File: config.mk
export PLATFORM = sky130hd
export DESIGN_NAME = mem_bank_arbiter
export DESIGN_NICKNAME = d
export VERILOG_FILES = /design/src/rtl/mem_bank_arbiter.sv
export SDC_FILE = /design/constraint.sdc
export NUM_CORES = 1
export LEC_CHECK = 0
export CORE_MARGIN = 2
export CORE_UTILIZATION = 25
export CTS_CLUSTER_DIAMETER = 30
export DETAILED_ROUTE_END_ITERATION = 10
export DONT_BUFFER_PORTS = 1
export PLACE_DENSITY = 0.44
export RECOVER_POWER = 100
export SLEW_MARGIN = 20
export SYNTH_ARGS = -nofsm -noshare
export SYNTH_HDL_FRONTEND = slang
export SYNTH_SLANG_ARGS = --single-unit
export TNS_END_PERCENT = 100
File: constraint.sdc
create_clock -name clk -period 1.9 [get_ports clk]
set_clock_uncertainty 0.1 [all_clocks]
set_input_delay 0.475 -clock clk [delete_from_list [all_inputs] [get_ports clk]]
set_output_delay 0.475 -clock clk [all_outputs]
set_load 0.03 [all_outputs]
File: src/rtl/mem_bank_arbiter.sv
// Two-port arbiter/sequencer in front of a single-port synchronous memory
// bank. It grants one request per cycle, issues registered bank commands,
// and steers the returned read data back to the port that asked for it.
module mem_bank_arbiter #(
  parameter int unsigned ADDR_W   = 8,
  parameter int unsigned DATA_W   = 8,
  parameter int unsigned ARB_MODE = 0
) (
  input  logic              clk,
  input  logic              rst_n,
  input  logic              a_req,
  input  logic              a_we,
  input  logic [ADDR_W-1:0] a_addr,
  input  logic [DATA_W-1:0] a_wdata,
  output logic              a_gnt,
  output logic              a_rvalid,
  output logic [DATA_W-1:0] a_rdata,
  input  logic              b_req,
  input  logic              b_we,
  input  logic [ADDR_W-1:0] b_addr,
  input  logic [DATA_W-1:0] b_wdata,
  output logic              b_gnt,
  output logic              b_rvalid,
  output logic [DATA_W-1:0] b_rdata,
  output logic [ADDR_W-1:0] mem_address,
  output logic [DATA_W-1:0] mem_write_data,
  output logic              mem_write,
  output logic              mem_read,
  input  logic [DATA_W-1:0] mem_read_data
);

  typedef enum logic {
    PORT_A = 1'b0,
    PORT_B = 1'b1
  } port_e;

  port_e             ptr_q;
  logic              tag_vld_q;
  port_e             tag_port_q;
  logic [DATA_W-1:0] a_rdata_q;
  logic [DATA_W-1:0] b_rdata_q;

  // Grant selection: a lone requester always wins; contention is settled by
  // the round-robin pointer or by fixed priority to A. Nothing granted in reset.
  always_comb begin
    a_gnt = 1'b0;
    b_gnt = 1'b0;
    if (rst_n) begin
      if (a_req && b_req) begin
        if (ARB_MODE == 1 || ptr_q == PORT_A) a_gnt = 1'b1;
        else                                  b_gnt = 1'b1;
      end else begin
        a_gnt = a_req;
        b_gnt = b_req;
      end
    end
  end

  // Round-robin pointer: advances only when the pointed-to port is granted.
  always_ff @(posedge clk or negedge rst_n) begin
    if (!rst_n) begin
      ptr_q <= PORT_A;
    end else if (a_gnt && ptr_q == PORT_A) begin
      ptr_q <= PORT_B;
    end else if (b_gnt && ptr_q == PORT_B) begin
      ptr_q <= PORT_A;
    end
  end

  // Command issue: register the granted port's fields and tag reads with
  // their originating port; address and write data hold when idle.
  always_ff @(posedge clk or negedge rst_n) begin
    if (!rst_n) begin
      mem_address    <= '0;
      mem_write_data <= '0;
      mem_write      <= 1'b0;
      mem_read       <= 1'b0;
      tag_vld_q      <= 1'b0;
      tag_port_q     <= PORT_A;
    end else if (a_gnt) begin
      mem_address    <= a_addr;
      mem_write_data <= a_wdata;
      mem_write      <= a_we;
      mem_read       <= ~a_we;
      tag_vld_q      <= ~a_we;
      tag_port_q     <= PORT_A;
    end else if (b_gnt) begin
      mem_address    <= b_addr;
      mem_write_data <= b_wdata;
      mem_write      <= b_we;
      mem_read       <= ~b_we;
      tag_vld_q      <= ~b_we;
      tag_port_q     <= PORT_B;
    end else begin
      mem_write      <= 1'b0;
      mem_read       <= 1'b0;
      tag_vld_q      <= 1'b0;
    end
  end

  // Read return: the valid strobe follows the tag by one cycle, and the data
  // seen during that strobe is latched so rdata keeps it afterwards.
  always_ff @(posedge clk or negedge rst_n) begin
    if (!rst_n) begin
      a_rvalid  <= 1'b0;
      b_rvalid  <= 1'b0;
      a_rdata_q <= '0;
      b_rdata_q <= '0;
    end else begin
      a_rvalid <= tag_vld_q && (tag_port_q == PORT_A);
      b_rvalid <= tag_vld_q && (tag_port_q == PORT_B);
      if (a_rvalid) a_rdata_q <= mem_read_data;
      if (b_rvalid) b_rdata_q <= mem_read_data;
    end
  end

  // The bank's read register is already the second pipeline stage, so during
  // the strobe cycle rdata passes it straight through; otherwise the latch.
  always_comb begin
    a_rdata = a_rvalid ? mem_read_data : a_rdata_q;
    b_rdata = b_rvalid ? mem_read_data : b_rdata_q;
  end

endmodule

# Word-level counts from Yosys, hierarchy flattened

Index checks and enable logic that the tools add are counted.

Register bits after elaboration: 38
Input port bits: 46

Multiplexer cells: 20
Bitwise operators: 4
Reductions and logical operators: 7

Operators with widths:

| cell               | count |
|---|---|
| two-way mux 8 bit  | 6 |
| two-way mux 1 bit  | 14 |
| logical AND 1 bit  | 5 |
| inverter 1 bit     | 4 |
| nonzero test 2 bit | 2 |

# Logic depth before layout (Yosys ltp)

Gate-level depths: netlist of run 1.

Word-level depth: 6
Mapped depth: 5

# Worst setup path after synthesis of run 1

No wires, ideal clock.

Path kind: register -> output
Start: register a_rvalid
End: output a_rdata[0]
Arrival time: 1.265 ns
Required time: 1.325 ns
Slack: 0.060 ns
Stages on the path, launching flop included: 3
Path buffers: 1
Cell sequence: dfrtp_1 -> clkbuf_1 -> mux2_2

Longest elaborated chain between the ends: 1

Ends and longest elaborated chain:

| what                   | line | RTL |
|---|---|---|
| from (decl)            | 16   | `output logic a_rvalid,` |
| from (signal assigned) | 110  | `a_rvalid <= tag_vld_q && (tag_port_q == PORT_A);` |
| two-way mux 8 bit      | n/a  |  |
| to (decl)              | 17   | `output logic [DATA_W-1:0] a_rdata,` |

Every way passes these cells.

# Worst setup path in the final report of run 1

Start: register b_rvalid
End: output b_rdata[3]

Longest elaborated chain between the ends: 1

Ends and longest elaborated chain:

| what                   | line | RTL |
|---|---|---|
| from (decl)            | 23   | `output logic b_rvalid,` |
| from (signal assigned) | 111  | `b_rvalid <= tag_vld_q && (tag_port_q == PORT_B);` |
| two-way mux 8 bit      | n/a  |  |
| to (decl)              | 24   | `output logic [DATA_W-1:0] b_rdata,` |

Every way passes these cells.

==> results.md, run 1 <==
* Status: completed
* CP required at 1320 ps
* Vias at 917
* Top cell type's share of synthesized area at 61.2%
* CTS sink count at 38
* R2r setup slk at between 500 and 600 ps
* Int Power at roughly 1.5 mW
* Share of cells above drive strength 1 at 35.9%
* Die X at between 80 and 90 um
* Clock share of power at approximately a quarter
* Via/cell ratio at 4.78
* Worst vdd ir at between 0.0004 and 0.0005 V
* Final hold vios at 0
* GPL Wtd Cong at 0.773
* PD cells at 1360 nW/um^2
* Fin crit period at approximately 1800 ps
* Switch share at between 30% and 40%
* WHS at 225 ps
* Syn nets at 153
* Initial core utilization at 26.1%
* Largest net degree at the start of global routing at 39
* I/O Buffers at 0
* CTS Buffer Depth at 2
* Starting DRT DRC Count at 20
* Combinational group share of total power at 25.6%
* Root buffer cell: clkbuf_8
* Worst slew pin tran at between 900 and 1000 ps
* RSZ-0062 raised after global routing: false
* Ys Warns at 0
* CTS tree: built
* Vias in the first global route at 1008
* Nets at 162
* Critical path, cell by cell: mux2_2
* Total GRT Usage at between 10% and 20%
* Final Max Tran Viols at 0
* Register bit total from synthesis at 38
* TritonCTS buffer count at 5
* Final setup viols at 0
* Crit-path max cell delay at 490 ps
* CP max stage cell: dfrtp_2
* First-pass GRT wire length at 5790 um
* Post-synthesis sequential area ratio at 61.2%
* Hold EP: mem_address[4]
* Commonest cells after routing, fill and taps aside: dfrtp_1, mux2_2, and2_1, a221o_1, a221o_2
* ANT nets after route at 0
* Total gr overflow at 0
* Initial antenna violation count at 0
* Slew HR at between 30% and 40%
* Final setup TNS at 0 ps
* Die area at 6860 um^2
* H-tree Lvls at 2
* Drt wl/cell at 19.0 um
* Leading cell type in the layout, fill and taps excluded: dfrtp_1
* Arrival @ worst endpoint at roughly 1200 ps
* Rows at 28
* Hold Startpoint: b_addr[4]
* Maxcap violations at 0
* Reg2reg end: mem_address[3]
* Layout area overhead at 12.2%
* Inserted Diodes at 0
* Achievable Freq at 0.550 GHz
* Top cells by area, synth: dfrtp_1, mux2_2, and2_1
* CP bufs+invs at 0
* DRT Pass-1 Iters at 4
* Worst-Skew Late Latency at approximately 290 ps
* Leading area contributor after synthesis: dfrtp_1
* Max Fanout on Critical Path at 9
* R2r startpoint: ptr_q
* Post-CTS setup buffers at 0
* Tcrit/Tclk final at 95.7%
* CP Capture Type: output port
* Clk pin slew, worst setup/hold paths at 80 ps
* Final WS setup at a little over 80 ps
* Part of the power in registers at about half
* HP Class: primary input to register
* Fill cell count at 612
* Core area at ~6000 um^2
* Post-synth cell types at 21
* Switch Pwr at approximately 0.89 mW
* Post-Syn Instances at 107
* Die height at ~83 um
* Worst r2r path cells at 3
* Setup crit start kind: register
* Final HPWL DP at about 2500 um
* I/O pins at 84
* DR DRC count at 0
* Hold path cells at 1
* WL final at 3640 um
* Dpl ws at 255 ps
* Worst path top cell family by delay: flip-flops
* Total leakage power at approximately 0.74 nW
* Syn_area_per_cell at 14.5 um^2
* Synthesized area at around 1600 um^2
* Critical path type: register to output port
==> area by class of cell <==
| type | count | area, um^2 | share of cell area (%) |
|---|---|---|---|
| multi-input combinational | 62 | 547 | 31.4 |
| clock inverter | 1 | 5.00 | 0.287 |
| tap | 75 | 93.8 | 5.39 |
| timing repair buffer | 8 | 52.6 | 3.02 |
| sequential | 38 | 953 | 54.7 |
| clock buffer | 7 | 86.3 | 4.96 |
| inverter | 1 | 3.75 | 0.216 |
==> how the worst max path moves through the flow <==
stage                   from          to  depth (start not counted)
floorplan           a_rvalid  a_rdata[0]                          2
global placement    a_rvalid  a_rdata[1]                          1
detailed placement  b_rvalid  b_rdata[3]                          1
CTS                 b_rvalid  b_rdata[3]                          1
global route           rst_n    b_rvalid                          2
finish              b_rvalid  b_rdata[3]                          1
==> synthesized netlist by cell type <==
master and number:
a21boi_0 1, a21oi_2 1, a221o_1 9, a221o_2 7
a2bb2oi_1 1, and2_1 17, and2_4 2, and3_2 1
buf_4 1, buf_6 1, buf_8 1, clkbuf_1 3
dfrtp_1 38, inv_1 1, mux2_2 17, nand2_1 1
nand2_2 1, nor2b_1 1, nor3_1 1, o21ai_1 1
o21ba_2 1
==> power groups by stage <==
stage          logic [mW]  registers [mW]  clock network, mW
2_1_floorplan       0.545            1.17                  0
3_3_place_gp        0.590            1.20                  0
3_5_place_dp        0.603            1.20                  0
4_1_cts             0.627            1.19              0.611
5_1_grt             0.647            1.20              0.664
6_report            0.606            1.18              0.577
==> registers in the layout, summed over array words and instances, names as in the netlist <==
register        cells
tag_port_q          1
mem_write           1
b_rvalid            1
a_rdata_q           8
mem_address         8
b_rdata_q           8
mem_write_data      8
tag_vld_q           1
ptr_q               1
a_rvalid            1
==> kinds of logic after synthesis <==
group	count (synthesis)	share of synthesized area [%]
buf+inv	7	3.14
mux	17	12.3
simple gates	24	9.83
flops	38	61.2
compound gates	21	13.5
==> per-stage QoR <==
step | total power [mW] | instances | util, % | area, um^2
finish | 2.36 | 192 | 29.2 | 1740
global route | 2.51 | 192 | 29.2 | 1740
CTS | 2.43 | 192 | 29.7 | 1770
detailed placement | 1.81 | 182 | 27.6 | 1650
global placement | 1.79 | 182 | 27.6 | 1650
floorplan | 1.71 | 107 | - | 1550
==> metal layers <==
layer / global-route usage (%) / wire, um / vias to the layer above
met3: 4.87 / 331 / 6
met5: 0 / 0 / -
met2: 17.5 / 1850 / 47
met4: 5.07 / 57 / 0
li1: - / - / 407
met1: 12.6 / 1410 / 457
==> repair_timing <==
action | 4_1_cts | 5_1_grt
resized for setup | 2 | 0
hold endpoints to repair | 38 | 0
endpoints found under the setup margin | 16 | 0
hold buffers | 2 | 0
(Power assumes the default switching activity.)
==> inputs of run 2 (changes only) <==
Settings changed: CTS_CLUSTER_DIAMETER 30 to 120, PLACE_DENSITY 0.44 to not set, PLACE_DENSITY_LB_ADDON set to 0.12.
==> run 2 against run 1 <==
Clock-buffer cell count stayed put. Cell count grew 0.52%. Die area stayed put. Global-route usage down 0.40 points. Fmax about the same. Utilization barely moved. Register-to-register slack hardly changed. Via count rose by 1.2%. Combinational power hardly changed. Largest cell class unchanged. Critical path depth unchanged. Sequential power about the same.
==> results.md, run 2 (synthesis gave the netlist of run 1 again) <==
* Status: completed (unchanged)
* Setup crit start kind: register (unchanged)
* Reg2reg end: mem_write_data[5] (was mem_address[3])
* Hold EP: mem_address[6] (was mem_address[4])
* Final setup TNS at 0 ps (unchanged)
* Clock share of power at 24.2% (was 24.4%)
* Switch Pwr at 0.881 mW (was 0.891 mW)
* Initial core utilization at 26.1% (unchanged)
* CTS tree: built (unchanged)
* CTS Buffer Depth at 2 (unchanged)
* HP Class: primary input to register (unchanged)
* Switch share at 37.4% (was 37.7%)
* Nets at 162 (unchanged)
* Final Instance Area at 1740 um^2 (about the same)
* GPL Wtd Cong at 0.715 (was 0.773)
* Achievable Freq at 0.550 GHz (about the same)
* Rows at 28 (unchanged)
* Vias at 928 (was 917)
* Core area at 5960 um^2 (unchanged)
* PD cells at 1350 nW/um^2 (was 1360 nW/um^2)
* Final Max Tran Viols at 0 (unchanged)
* R2r startpoint: ptr_q (unchanged)
* First-pass GRT wire length at 5620 um (was 5790 um)
* Root buffer cell: clkbuf_8 (unchanged)
* Drt wl/cell at 18.5 um (was 19.0 um)
* Critical path, cell by cell: mux2_2 (unchanged)
* Die X at 82.8 um (unchanged)
* ANT nets after route at 0 (unchanged)
* Leading cell type in the layout, fill and taps excluded: dfrtp_1 (unchanged)
* Final hold vios at 0 (unchanged)
* DR DRC count at 0 (unchanged)
* Arrival @ worst endpoint at 1240 ps (about the same)
* Vias in the first global route at 1060 (was 1008)
* Slew HR at 35.5% (was 36.2%)
* TritonCTS buffer count at 5 (unchanged)
* Part of the power in registers at 50.0% (about the same)
* Post-CTS setup buffers at 0 (unchanged)
* RSZ-0062 raised after global routing: false (unchanged)
* Worst slew pin tran at 968 ps (was 957 ps)
* CP Capture Type: output port (unchanged)
* Final HPWL DP at 2500 um (was 2540 um)
* Int Power at 1.47 mW (about the same)
* Die height at 82.8 um (unchanged)
* I/O pins at 84 (unchanged)
* DRT Pass-1 Iters at 3 (was 4)
* Initial antenna violation count at 1 (was 0)
* H-tree Lvls at 2 (unchanged)
* Tcrit/Tclk final at 95.6% (was 95.7%)
* Max Fanout on Critical Path at 9 (unchanged)
* Maxcap violations at 0 (unchanged)
* Placed Instances at 182 (unchanged)
* R2r setup slk at 520 ps (about the same)
* Starting DRT DRC Count at 33 (was 20)
* Crit-path max cell delay at 490 ps (about the same)
* Worst-Skew Late Latency at 280 ps (was 290 ps)
* Combinational group share of total power at 25.8% (was 25.6%)
* Dpl ws at 257 ps (was 255 ps)
* Total GRT Usage at 10.6% (was 11.0%)
* Total leakage power at 0.744 nW (about the same)
* CP required at 1320 ps (about the same)
* Placed cell areas at 1650 um^2 (unchanged)
* CP bufs+invs at 0 (unchanged)
* Final WS setup at 83.4 ps (was 82.4 ps)
* Commonest cells after routing, fill and taps aside: dfrtp_1, mux2_2, and2_1, a221o_1, a221o_2 (unchanged)
* Total gr overflow at 0 (unchanged)
* Critical path type: register to output port (unchanged)
* Fin crit period at 1820 ps (about the same)
* Worst path top cell family by delay: flip-flops (unchanged)
* CP max stage cell: dfrtp_2 (unchanged)
* Worst vdd ir at 0.000344 V (was 0.000440 V)
* Via/cell ratio at 4.81 (was 4.78)
* Layout area overhead at 12.3% (was 12.2%)
* Hold Startpoint: b_addr[6] (was b_addr[4])
* WHS at 230 ps (was 225 ps)
* Final setup viols at 0 (unchanged)
* WL final at 3580 um (was 3640 um)
* Clk pin slew, worst setup/hold paths at 70 ps (was 80 ps)
* Worst r2r path cells at 3 (unchanged)
* Largest net degree at the start of global routing at 39 (unchanged)
* Hold path cells at 1 (unchanged)
* Post-Layout Cell Count at 193 (was 192)
* I/O Buffers at 0 (unchanged)
* Die area at 6860 um^2 (unchanged)
* Share of cells above drive strength 1 at 35.9% (unchanged)
* CTS sink count at 38 (unchanged)
## run 2: how the worst max path moves through the flow
stage / slack, ps / startpoint / depth (start not counted) / to
detailed placement: 260 / a_rvalid / 1 / a_rdata[4]
CTS: 40 / b_rvalid / 1 / b_rdata[3]
finish: 80 / b_rvalid / 1 / b_rdata[4]
global route: 20 / a_rvalid / 1 / a_rdata[4]
floorplan: 60 / a_rvalid / 2 / a_rdata[0]
global placement: 270 / a_rvalid / 1 / a_rdata[3]
## run 2: layer usage
layer / routed length [um] / share of wire [%] / track usage [%]
met5: 0 / 0 / 0
met4: 71 / 2.0 / 3.87
met3: 390 / 11 / 5.77
met2: 1840 / 52 / 18.5
met1: 1270 / 36 / 10.5
## run 2: layout make-up
cell class              count  area (um^2)
fillers                   593         4210
flip-flops and latches     38          953
multi-input cells          62          547
well taps                  75         93.8
clock buffers               7         86.3
repair buffers              8         52.6
clock inverters             1         5.00
inverters                   1         3.75
diodes                      1         2.50
## run 2: timing repair
action,4_1_cts,5_1_grt
resized for setup,2,0
setup endpoints to repair,16,0
hold buffers,2,0
endpoints found under the hold margin,38,0
## run 2: stage by stage
step	power, mW	util (%)
floorplan	1.71	-
global placement	1.78	27.6
detailed placement	1.80	27.6
CTS	2.41	29.7
global route	2.50	29.3
finish	2.35	29.3
## run 2: power by group through the flow
| stage | registers, mW | clock network, mW | logic (mW) |
|---|---|---|---|
| 5_1_grt | 1.20 | 0.654 | 0.645 |
| 6_report | 1.18 | 0.569 | 0.607 |
| 3_3_place_gp | 1.19 | 0 | 0.589 |
| 2_1_floorplan | 1.17 | 0 | 0.545 |
| 3_5_place_dp | 1.20 | 0 | 0.603 |
| 4_1_cts | 1.18 | 0.599 | 0.627 |
==> inputs of run 3 (changes only) <==
Settings changed: CORE_MARGIN 2 to not set, TNS_END_PERCENT 100 to 20.
==> run 3 against run 2 <==
Register-to-register slack barely moved. Clock power rose by 12%. Design area rose by 1.8%. Largest power group unchanged.
==> results.md, run 3 (synthesis gave the netlist of run 1 again) <==
* PD cells at 1370 nW/um^2 (was 1350 nW/um^2)
* Total gr overflow at 0 (unchanged)
* Fin crit period at 1820 ps (about the same)
* Rows at 28 (unchanged)
* Total leakage power at 0.758 nW (was 0.744 nW)
* ANT nets after route at 0 (unchanged)
* First-pass GRT wire length at 5110 um (was 5620 um)
* CTS tree: built (unchanged)
* Final Max Tran Viols at 0 (unchanged)
* CP required at 1320 ps (about the same)
* CTS sink count at 38 (unchanged)
* Final hold vios at 0 (unchanged)
* Setup crit start kind: register (unchanged)
* Initial antenna violation count at 0 (was 1)
* Post-CTS setup buffers at 0 (unchanged)
* Die X at 80.8 um (was 82.8 um)
* HP Class: primary input to register (unchanged)
* Final Core Density at 29.8% (was 29.3%)
* Clk pin slew, worst setup/hold paths at 70 ps (about the same)
* Vias at 907 (was 928)
* I/O Buffers at 0 (unchanged)
* Achievable Freq at 0.550 GHz (about the same)
* R2r startpoint: ptr_q (unchanged)
* TritonCTS buffer count at 5 (unchanged)
* Hold Startpoint: b_wdata[7] (was b_addr[6])
* Critical path type: register to output port (unchanged)
* Core area at 5960 um^2 (unchanged)
* Arrival @ worst endpoint at 1240 ps (about the same)
* Leading cell type in the layout, fill and taps excluded: dfrtp_1 (unchanged)
* Worst vdd ir at 0.000396 V (was 0.000344 V)
* Commonest cells after routing, fill and taps aside: dfrtp_1, mux2_2, and2_1, a221o_1, clkbuf_8 (was dfrtp_1, mux2_2, and2_1, a221o_1, a221o_2)
* Starting DRT DRC Count at 11 (was 33)
* GPL Wtd Cong at 0.694 (was 0.715)
* Pwr Total at 2.43 mW (was 2.35 mW)
* Die height at 80.8 um (was 82.8 um)
* Inserted Diodes at 0 (was 1)
* Share of cells above drive strength 1 at 36.8% (was 35.9%)
* CTS Buffer Depth at 2 (unchanged)
* Layout area overhead at 14.3% (was 12.3%)
* Maxcap violations at 0 (unchanged)
* Worst slew pin tran at 360 ps (was 968 ps)
* Final HPWL DP at 2380 um (was 2500 um)
* Nets at 162 (unchanged)
* CP max stage cell: dfrtp_2 (unchanged)
* Max Fanout on Critical Path at 9 (unchanged)
* CP bufs+invs at 0 (unchanged)
* Drt wl/cell at 17.8 um (was 18.5 um)
* Status: completed (unchanged)
* Total GRT Usage at 10.8% (was 10.6%)
* Via/cell ratio at 4.72 (was 4.81)
* WL final at 3420 um (was 3580 um)
* Die area at 6530 um^2 (was 6860 um^2)
* RSZ-0062 raised after global routing: false (unchanged)
* DR DRC count at 0 (unchanged)
* I/O pins at 84 (unchanged)
* Final setup viols at 0 (unchanged)
* H-tree Lvls at 2 (unchanged)
* Crit-path max cell delay at 490 ps (about the same)
* Critical path, cell by cell: mux2_2 (unchanged)
* Root buffer cell: clkbuf_8 (unchanged)
* Slew HR at 76.1% (was 35.5%)
* Vias in the first global route at 988 (was 1060)
* CP Capture Type: output port (unchanged)
* DRT Pass-1 Iters at 3 (unchanged)
* CP Launch Point: b_rvalid (unchanged)
* Final setup TNS at 0 ps (unchanged)
* Initial core utilization at 26.1% (unchanged)
* R2r setup slk at 510 ps (was 520 ps)
* Tcrit/Tclk final at 95.6% (about the same)
* Worst path top cell family by delay: flip-flops (unchanged)
* Worst-Skew Late Latency at 280 ps (about the same)
* Largest net degree at the start of global routing at 39 (unchanged)
## run 3: changes by cell type in the layout (fill, tap and decap cells not counted)
cell	previous run	this run
buf_12	0	1
clkbuf_2	1	0
clkbuf_1	3	2
clkbuf_8	6	8
diode_2	1	0
clkinv_2	1	0
## run 3: worst register-to-register path: cells and delay by family (launching register included)
kind / cells / cell delay [ps]
compound gates: 1 / 420
flops: 1 / 380
simple gates: 2 / 380
## run 3: routing by layer
layer | GRT usage [%] | routed length, um | up-vias
met1 | 11.9 | 1340 | 441
met5 | 0 | 0 | -
li1 | - | - | 406
met2 | 19.0 | 1740 | 55
met3 | 4.61 | 319 | 5
met4 | 2.68 | 22 | 0
## run 3: worst paths after layout
check	endpoint	cells past startpoint
worst max register to register	mem_address[3]	3
min in group asynchronous	b_rdata_q[6]	2
max in group asynchronous	b_rvalid	2
worst min-delay path	mem_write_data[7]	1
worst min register to register	a_rvalid	1
worst max-delay path	b_rdata[6]	1
## run 3: cell type report
| type | instances | area (um^2) |
|---|---|---|
| clock buffer | 8 | 110 |
| fill | 614 | 4180 |
| inverter | 1 | 3.75 |
| multi-input combinational | 62 | 547 |
| sequential | 38 | 953 |
| tap | 75 | 93.8 |
| timing repair buffer | 8 | 67.6 |
## run 3: through the flow
step | setup slack, ps | hold WS (ps) | cell area [um^2] | instances
floorplan | 60.2 | 79.4 | 1550 | 107
global route | 24.6 | 215 | 1780 | 192
global placement | 275 | 80.5 | 1650 | 182
CTS | 37.6 | 220 | 1790 | 192
detailed placement | 226 | 80.3 | 1650 | 182
finish | 82.7 | 235 | 1780 | 192
## run 3: repair_timing
| action | 4_1_cts | 5_1_grt |
|---|---|---|
| resized for setup | 2 | 0 |
| hold buffers | 2 | 0 |
| endpoints found under the hold margin | 38 | 0 |
| setup endpoints to repair | 16 | 0 |
## run 3: power breakdown
| part | internal, mW | switching, mW | total (mW) |
|---|---|---|---|
| Sequential | 0.990 | 0.187 | 1.18 |
| Clock | 0.367 | 0.273 | 0.640 |
| Combinational | 0.194 | 0.417 | 0.611 |
| Total | 1.55 | 0.877 | 2.43 |
